[src/rtl/uart_rx_if.sv]
// ---------------------------------------------------------------------------
// uart_rx_if
//
// Purpose: bundles the serial line and the byte-delivery signals that run
// between the board RX pin, the uart_rx receiver and the downstream
// command/protocol controller.
//
// Signals:
//   rx          raw serial line, idle high, asynchronous to the system clock
//   dataIn      [7:0] last correctly framed byte, LSB received first
//   byteReady   one-cycle strobe, dataIn has just been updated
//   frameError  one-cycle strobe, the stop bit was sampled low
//
// Modports:
//   master  the receiver: reads rx, drives the byte and the strobes
//   slave   the line source / byte consumer side
// ---------------------------------------------------------------------------
interface uart_rx_if;

    logic       rx;
    logic [7:0] dataIn;
    logic       byteReady;
    logic       frameError;

    modport master (
        input  rx,
        output dataIn,
        output byteReady,
        output frameError
    );

    modport slave (
        output rx,
        input  dataIn,
        input  byteReady,
        input  frameError
    );

endinterface

[src/rtl/uart_rx.sv]
// ---------------------------------------------------------------------------
// uart_rx
//
// Purpose: 8N1 asynchronous serial receiver. Synchronizes the RX pin,
// rejects short start-bit glitches, samples every bit in the middle of its
// period and checks the stop bit. Each good byte is presented on dataIn with
// a one-cycle byteReady strobe; a low stop bit gives a one-cycle frameError
// strobe instead and the receiver then waits for the line to go idle.
//
// Parameters:
//   CLK_HZ  system clock frequency in Hz
//   BAUD    serial line rate; CLK_HZ/BAUD must be at least 4
//
// Ports:
//   clk     system clock, rising edge
//   rst_n   asynchronous, active-low reset
//   bus     uart_rx_if.master (rx in; dataIn, byteReady, frameError out)
// ---------------------------------------------------------------------------
module uart_rx #(
    parameter int CLK_HZ = 12_000_000,
    parameter int BAUD   = 115_200
) (
    input  logic      clk,
    input  logic      rst_n,
    uart_rx_if.master bus
);

    // Clocks per bit and clocks to the middle of the start bit.
    localparam int C     = CLK_HZ / BAUD;
    localparam int H     = C / 2;
    localparam int CNT_W = (C > 1) ? $clog2(C) : 1;

    localparam logic [CNT_W-1:0] CNT_LAST = CNT_W'(C - 1);
    localparam logic [CNT_W-1:0] CNT_HALF = CNT_W'(H - 1);
    localparam logic [CNT_W-1:0] CNT_ONE  = CNT_W'(1);

    // Fewer than four clocks per bit leaves no room for mid-bit sampling.
    generate
        if (C < 4) begin : gBadRatio
            $error("uart_rx: CLK_HZ/BAUD must be at least 4");
        end
    endgenerate

    typedef enum logic [2:0] {
        S_IDLE,
        S_START,
        S_DATA,
        S_STOP,
        S_BREAK
    } state_t;

    logic             sync1_q;
    logic             rxs_q;
    state_t           state_q, state_d;
    logic [CNT_W-1:0] cnt_q, cnt_d;
    logic [2:0]       idx_q, idx_d;
    logic [7:0]       sh_q, sh_d;
    logic [7:0]       data_q, data_d;
    logic             rdy_q, rdy_d;
    logic             fe_q, fe_d;

    // Two-flop synchronizer on the asynchronous pin. Both stages reset to the
    // idle (high) level so that a reset never looks like a start edge.
    always_ff @(posedge clk or negedge rst_n) begin
        if (!rst_n) begin
            sync1_q <= 1'b1;
            rxs_q   <= 1'b1;
        end else begin
            sync1_q <= bus.rx;
            rxs_q   <= sync1_q;
        end
    end

    // State, counters, shift register and registered outputs.
    always_ff @(posedge clk or negedge rst_n) begin
        if (!rst_n) begin
            state_q <= S_IDLE;
            cnt_q   <= '0;
            idx_q   <= '0;
            sh_q    <= '0;
            data_q  <= '0;
            rdy_q   <= 1'b0;
            fe_q    <= 1'b0;
        end else begin
            state_q <= state_d;
            cnt_q   <= cnt_d;
            idx_q   <= idx_d;
            sh_q    <= sh_d;
            data_q  <= data_d;
            rdy_q   <= rdy_d;
            fe_q    <= fe_d;
        end
    end

    // Next-state logic. The start bit is re-checked half a bit after the
    // falling edge so short low glitches fall back to IDLE silently; after
    // that every sample lands a full bit period later, i.e. mid-bit. Strobes
    // default low, so each one lasts exactly one cycle, and both strobes lead
    // to a state that cannot issue another strobe on the following cycle.
    always_comb begin
        state_d = state_q;
        cnt_d   = cnt_q;
        idx_d   = idx_q;
        sh_d    = sh_q;
        data_d  = data_q;
        rdy_d   = 1'b0;
        fe_d    = 1'b0;

        case (state_q)
            S_IDLE: begin
                cnt_d = '0;
                if (!rxs_q) begin
                    state_d = S_START;
                end
            end

            S_START: begin
                if (cnt_q == CNT_HALF) begin
                    cnt_d = '0;
                    if (!rxs_q) begin
                        state_d = S_DATA;
                        idx_d   = '0;
                    end else begin
                        state_d = S_IDLE;
                    end
                end else begin
                    cnt_d = cnt_q + CNT_ONE;
                end
            end

            S_DATA: begin
                if (cnt_q == CNT_LAST) begin
                    cnt_d = '0;
                    sh_d  = {rxs_q, sh_q[7:1]};
                    idx_d = idx_q + 3'd1;
                    if (idx_q == 3'd7) begin
                        state_d = S_STOP;
                    end
                end else begin
                    cnt_d = cnt_q + CNT_ONE;
                end
            end

            S_STOP: begin
                if (cnt_q == CNT_LAST) begin
                    cnt_d = '0;
                    if (rxs_q) begin
                        data_d  = sh_q;
                        rdy_d   = 1'b1;
                        state_d = S_IDLE;
                    end else begin
                        fe_d    = 1'b1;
                        state_d = S_BREAK;
                    end
                end else begin
                    cnt_d = cnt_q + CNT_ONE;
                end
            end

            // A line held low after a bad stop bit is a break, not a stream
            // of zero bytes: wait for it to return high before re-arming.
            S_BREAK: begin
                cnt_d = '0;
                if (rxs_q) begin
                    state_d = S_IDLE;
                end
            end

            default: begin
                state_d = S_IDLE;
                cnt_d   = '0;
            end
        endcase
    end

    assign bus.dataIn     = data_q;
    assign bus.byteReady  = rdy_q;
    assign bus.frameError = fe_q;

endmodule
[src/flat_wrapper.sv]
// flat-port wrapper written by rule: the top's interface ports become plain ports
module uart_rx_flat 
#(
    parameter int CLK_HZ = 12_000_000,
    parameter int BAUD   = 115_200
)
  (clk, rst_n, bus_rx, bus_dataIn, bus_byteReady, bus_frameError);
  uart_rx_if bus_i ();
  input  logic clk;
  input  logic rst_n;
  input wire logic [$bits(bus_i.rx)-1:0] bus_rx;
  output wire logic [$bits(bus_i.dataIn)-1:0] bus_dataIn;
  output wire logic [$bits(bus_i.byteReady)-1:0] bus_byteReady;
  output wire logic [$bits(bus_i.frameError)-1:0] bus_frameError;
  assign bus_i.rx = bus_rx;
  assign bus_dataIn = bus_i.dataIn;
  assign bus_byteReady = bus_i.byteReady;
  assign bus_frameError = bus_i.frameError;
  uart_rx #(.CLK_HZ(CLK_HZ), .BAUD(BAUD)) u_core (.clk(clk), .rst_n(rst_n), .bus(bus_i));
endmodule
[config.mk]
export PLATFORM = sky130hd
export DESIGN_NAME = uart_rx_flat
export DESIGN_NICKNAME = d
export VERILOG_FILES = /design/src/rtl/uart_rx_if.sv /design/src/rtl/uart_rx.sv /design/src/flat_wrapper.sv
export SDC_FILE = /design/constraint.sdc
export NUM_CORES = 1
export LEC_CHECK = 0
export ABC_AREA = 1
export BUFFER_PORTS_ARGS = -buffer_cell sky130_fd_sc_hd__buf_2
export CAP_MARGIN = 15
export CORE_MARGIN = 8
export CORE_UTILIZATION = 65
export CTS_BUF_LIST = sky130_fd_sc_hd__clkbuf_8
export DETAILED_ROUTE_END_ITERATION = 10
export HOLD_SLACK_MARGIN = 0.06
export PLACE_DENSITY = 0.9
export SETUP_SLACK_MARGIN = 0.15
export SYNTH_ARGS = -nofsm -noshare
export SYNTH_HDL_FRONTEND = slang
export SYNTH_SLANG_ARGS = --single-unit
[constraint.sdc]
create_clock -name clk -period 2.7 [get_ports clk]
set_clock_uncertainty 0.1 [all_clocks]
set_input_delay 0.405 -clock clk [delete_from_list [all_inputs] [get_ports clk]]
set_output_delay 0.405 -clock clk [all_outputs]
set_load 0.01 [all_outputs]
==> results.sh <==
export IMPL_cts_setup_buffers=0
export IMPL_grt_pass1_wl_mm=4.49
export IMPL_num_rows=17
export IMPL_worst_slack_ps=795
export IMPL_cts_hold_buf=0
export IMPL_fin_tns_setup_ps=0
export IMPL_drt_iter0_drc=45
export IMPL_worstSkewPairLatency_ps=280
export IMPL_finish_utilization_pct=76.4
export IMPL_synth_cells=168
export IMPL_crit_path_frequent_cell="nand2_2"
export IMPL_fin_crit_ps=1910
export IMPL_drt_wl_total_mm=2.67
export IMPL_worst_hold_path_type="primary input to asynchronous set/reset pin"
export IMPL_num_antenna_cells=0
export IMPL_synth_distinct_cells=21
export IMPL_final_seq_area_um2=828
export IMPL_ys_top_cells_by_count="nand2_1 (55), dfrtp_1 (31), nor2_1 (20)"
export IMPL_synthTopCellsByArea="dfrtp_1 (53%), nand2_1 (14%), nor2_1 (5.1%), o21ai_0 (5.1%), inv_1 (4.3%)"
export IMPL_multi_input_area_um2=553
export IMPL_power_density_nw_per_um2=588
export IMPL_fill_cells=162
export IMPL_dr_pass1_iters=4
export IMPL_die_x_um=63.6
export IMPL_yosysMostFrequentCell="nand2_1"
export IMPL_overflow=0
export IMPL_rsz0062_at_grt="no"
export IMPL_ir_worst_vdd_uv=515
export IMPL_synthFlopType="dfrtp_1"
export IMPL_wire_per_inst_um=12.5
export IMPL_routabilityCongestion=0.791
export IMPL_cp_arrival_ps=1930
export IMPL_yosys_warnings=0
export IMPL_grt_pass1_vias=1064
export IMPL_endpoint_kind="flop"
export IMPL_yosysSeqAreaShare_pct=56.2
export IMPL_fin_cells=213
export IMPL_yosys_area_top_type="dfrtp_1"
export IMPL_finalHoldViolations=0
export IMPL_crit_chain="ha_1, nand2_2, nor2_2, nand2_2, nor3_4, o21ai_0"
export IMPL_port_buffers=12
export IMPL_vias=1121
export IMPL_synth_top_cell_area_share_pct=52.7
export IMPL_ant_nets=0
export IMPL_synth_seq_cells=33
export IMPL_maxCapViolCount=0
export IMPL_synth_area_per_cell_um2=8.77
export IMPL_post_place_cells=205
export IMPL_die_h_um=63.6
export IMPL_drc_errors=0
export IMPL_worst_path_buf_inv=0
export IMPL_syn_num_nets=174
export IMPL_layout_drive_gt1_share_pct=15.7
export IMPL_cts_resized=0
export IMPL_clkTransAtPathRegs_ps=70
export IMPL_htreeDepth=2
export IMPL_fin_crit_sh_pct=70.6
export IMPL_synth_async_reset_ratio_pct=100
export IMPL_setup_violations=0
export IMPL_netlist_area_um2=1470
export IMPL_maxSlewViolCount=0
export IMPL_cts_tree="done"
export IMPL_slowest_delay_ps=490
export IMPL_cts_inserted_buffers=5
export IMPL_startpoint_type="flop"
export IMPL_fp_dieArea_um2=4040
export IMPL_critPathKind="flop to flop"
export IMPL_io_pins=13
export IMPL_core_um2=2170
export IMPL_pre_cts_ws_ps=789
export IMPL_relSlewSlack_pct=53.3
export IMPL_synth_edf_count=0
export IMPL_critPathSlowestCell="nor3_4"
export IMPL_cts_sinks=33
export IMPL_crit_cells=6
export IMPL_nNetsFinal=190
export IMPL_status="finished clean"
export IMPL_start_util_pct=67.9
export IMPL_antenna_found_initial=0
export IMPL_reg2reg_depth=6
export IMPL_tightest_slew_ps=701
export IMPL_leakagePower_uw=0.000879
export IMPL_finalPower_uw=974
export IMPL_critical_path_top_delay_family="simple AND/OR/NAND/NOR gates"
export IMPL_max_freq_ghz=0.525
export IMPL_cp_max_fo=17
export IMPL_cts_root_buf="clkbuf_8"
export IMPL_viasPerCell=5.26
export IMPL_grt_max_degree=34
export IMPL_worstPathRequired_ps=2730
export IMPL_cts_buffer_depth=2
export IMPL_syn2layout_area_growth_pct=12.5
export IMPL_track_usage_pct=14.3
export IMPL_hpwlAfterDp_mm=1.89
[power breakdown]
group	internal, uW	total, uW	switching, uW
sequential	497	499	1.25
combinational	1.61	12.7	11.1
clock	297	463	166
[final timing paths]
kind	startpoint	to	slack (ps)
setup / recovery	u_core.cnt_q[0]$_DFF_PN0_	u_core.bus.dataIn[7]$_DFFE_PN0P_	790
hold / removal	rst_n	u_core.sh_q[7]$_DFFE_PN0P_	70
setup reg to reg	u_core.cnt_q[0]$_DFF_PN0_	u_core.bus.dataIn[7]$_DFFE_PN0P_	790
hold reg to reg	u_core.sync1_q$_DFF_PN1_	u_core.rxs_q$_DFF_PN1_	260
max in group asynchronous	rst_n	u_core.bus.dataIn[0]$_DFFE_PN0P_	1980
min in group clk	bus_rx	u_core.sync1_q$_DFF_PN1_	120
[layout make-up]
| cell class | count | area share [%] |
|---|---|---|
| Timing Repair Buffer | 12 | 3.63 |
| Multi-Input combinational cell | 115 | 33.4 |
| Sequential cell | 33 | 50.0 |
| Clock inverter | 2 | 2.04 |
| Clock buffer | 6 | 4.98 |
| Tap cell | 28 | 2.11 |
| Inverter | 17 | 3.85 |
[state kept, by name, indices dropped and copies added, names as in the netlist]
signal / count
u_core.bus.byteReady: 1
u_core.sync1_q: 1
u_core.sh_q: 8
u_core.idx_q: 3
u_core.cnt_q: 7
u_core.state_q: 3
u_core.rxs_q: 1
u_core.bus.frameError: 1
u_core.bus.dataIn: 8
[per-stage QoR]
step           hold slack (ps)  cell area (um^2)
3_3_place_gp               246              1540
4_1_cts                   83.3              1660
3_5_place_dp               247              1540
6_report                  66.8              1660
2_1_floorplan             9.41              1470
5_1_grt                    100              1660
[layer usage]
layer	vias up	routed length (um)	global-route usage, %	share of wire [%]
met5	-	0	0	0
met4	0	57	7.80	2.1
met3	8	164	7.42	6.1
met2	27	1290	23.3	48
met1	531	1160	14.5	43
li1	555	-	-	-
[cell usage in the layout (no fill, tap or decap)]
cell / Yosys / routed
nor3_4: 1 / 1
inv_1: 17 / 18
nor2_1: 20 / 20
o21ai_0: 15 / 15
xnor2_1: 1 / 1
buf_2: 1 / 12
nand3_2: 1 / 1
a21oi_1: 1 / 1
nor2_2: 1 / 1
nand3_1: 7 / 7
bufinv_16: 0 / 1
clkbuf_8: 0 / 6
nand2_1: 55 / 55
ha_1: 3 / 3
dfstp_2: 2 / 2
nor2_4: 1 / 1
xor2_1: 3 / 3
nand3b_1: 1 / 1
nand2_2: 3 / 3
nor3_1: 1 / 1
o21ai_2: 1 / 1
dfrtp_1: 31 / 31
[worst reg2reg max path: stages, from the launching register on]
cell,delay [ps]
dfrtp_1,370
ha_1,210
nand2_2,90
nor2_2,140
nand2_2,170
nor3_4,490
o21ai_0,180
[logic make-up (layout without fill, tap and decap cells)]
logic type               count (synthesis)  in the layout  synth area share, %
AND/OR/NAND/NOR                         91             91                 26.6
flip-flops                              33             33                 56.2
adder cells (fa/ha/maj)                  3              3                 2.55
XOR/XNOR                                 4              4                 2.38
buffers and inverters                   20             37                 6.20
AO/OA/AOI/OAI                           17             17                 6.03
(Power assumes the default switching activity.)
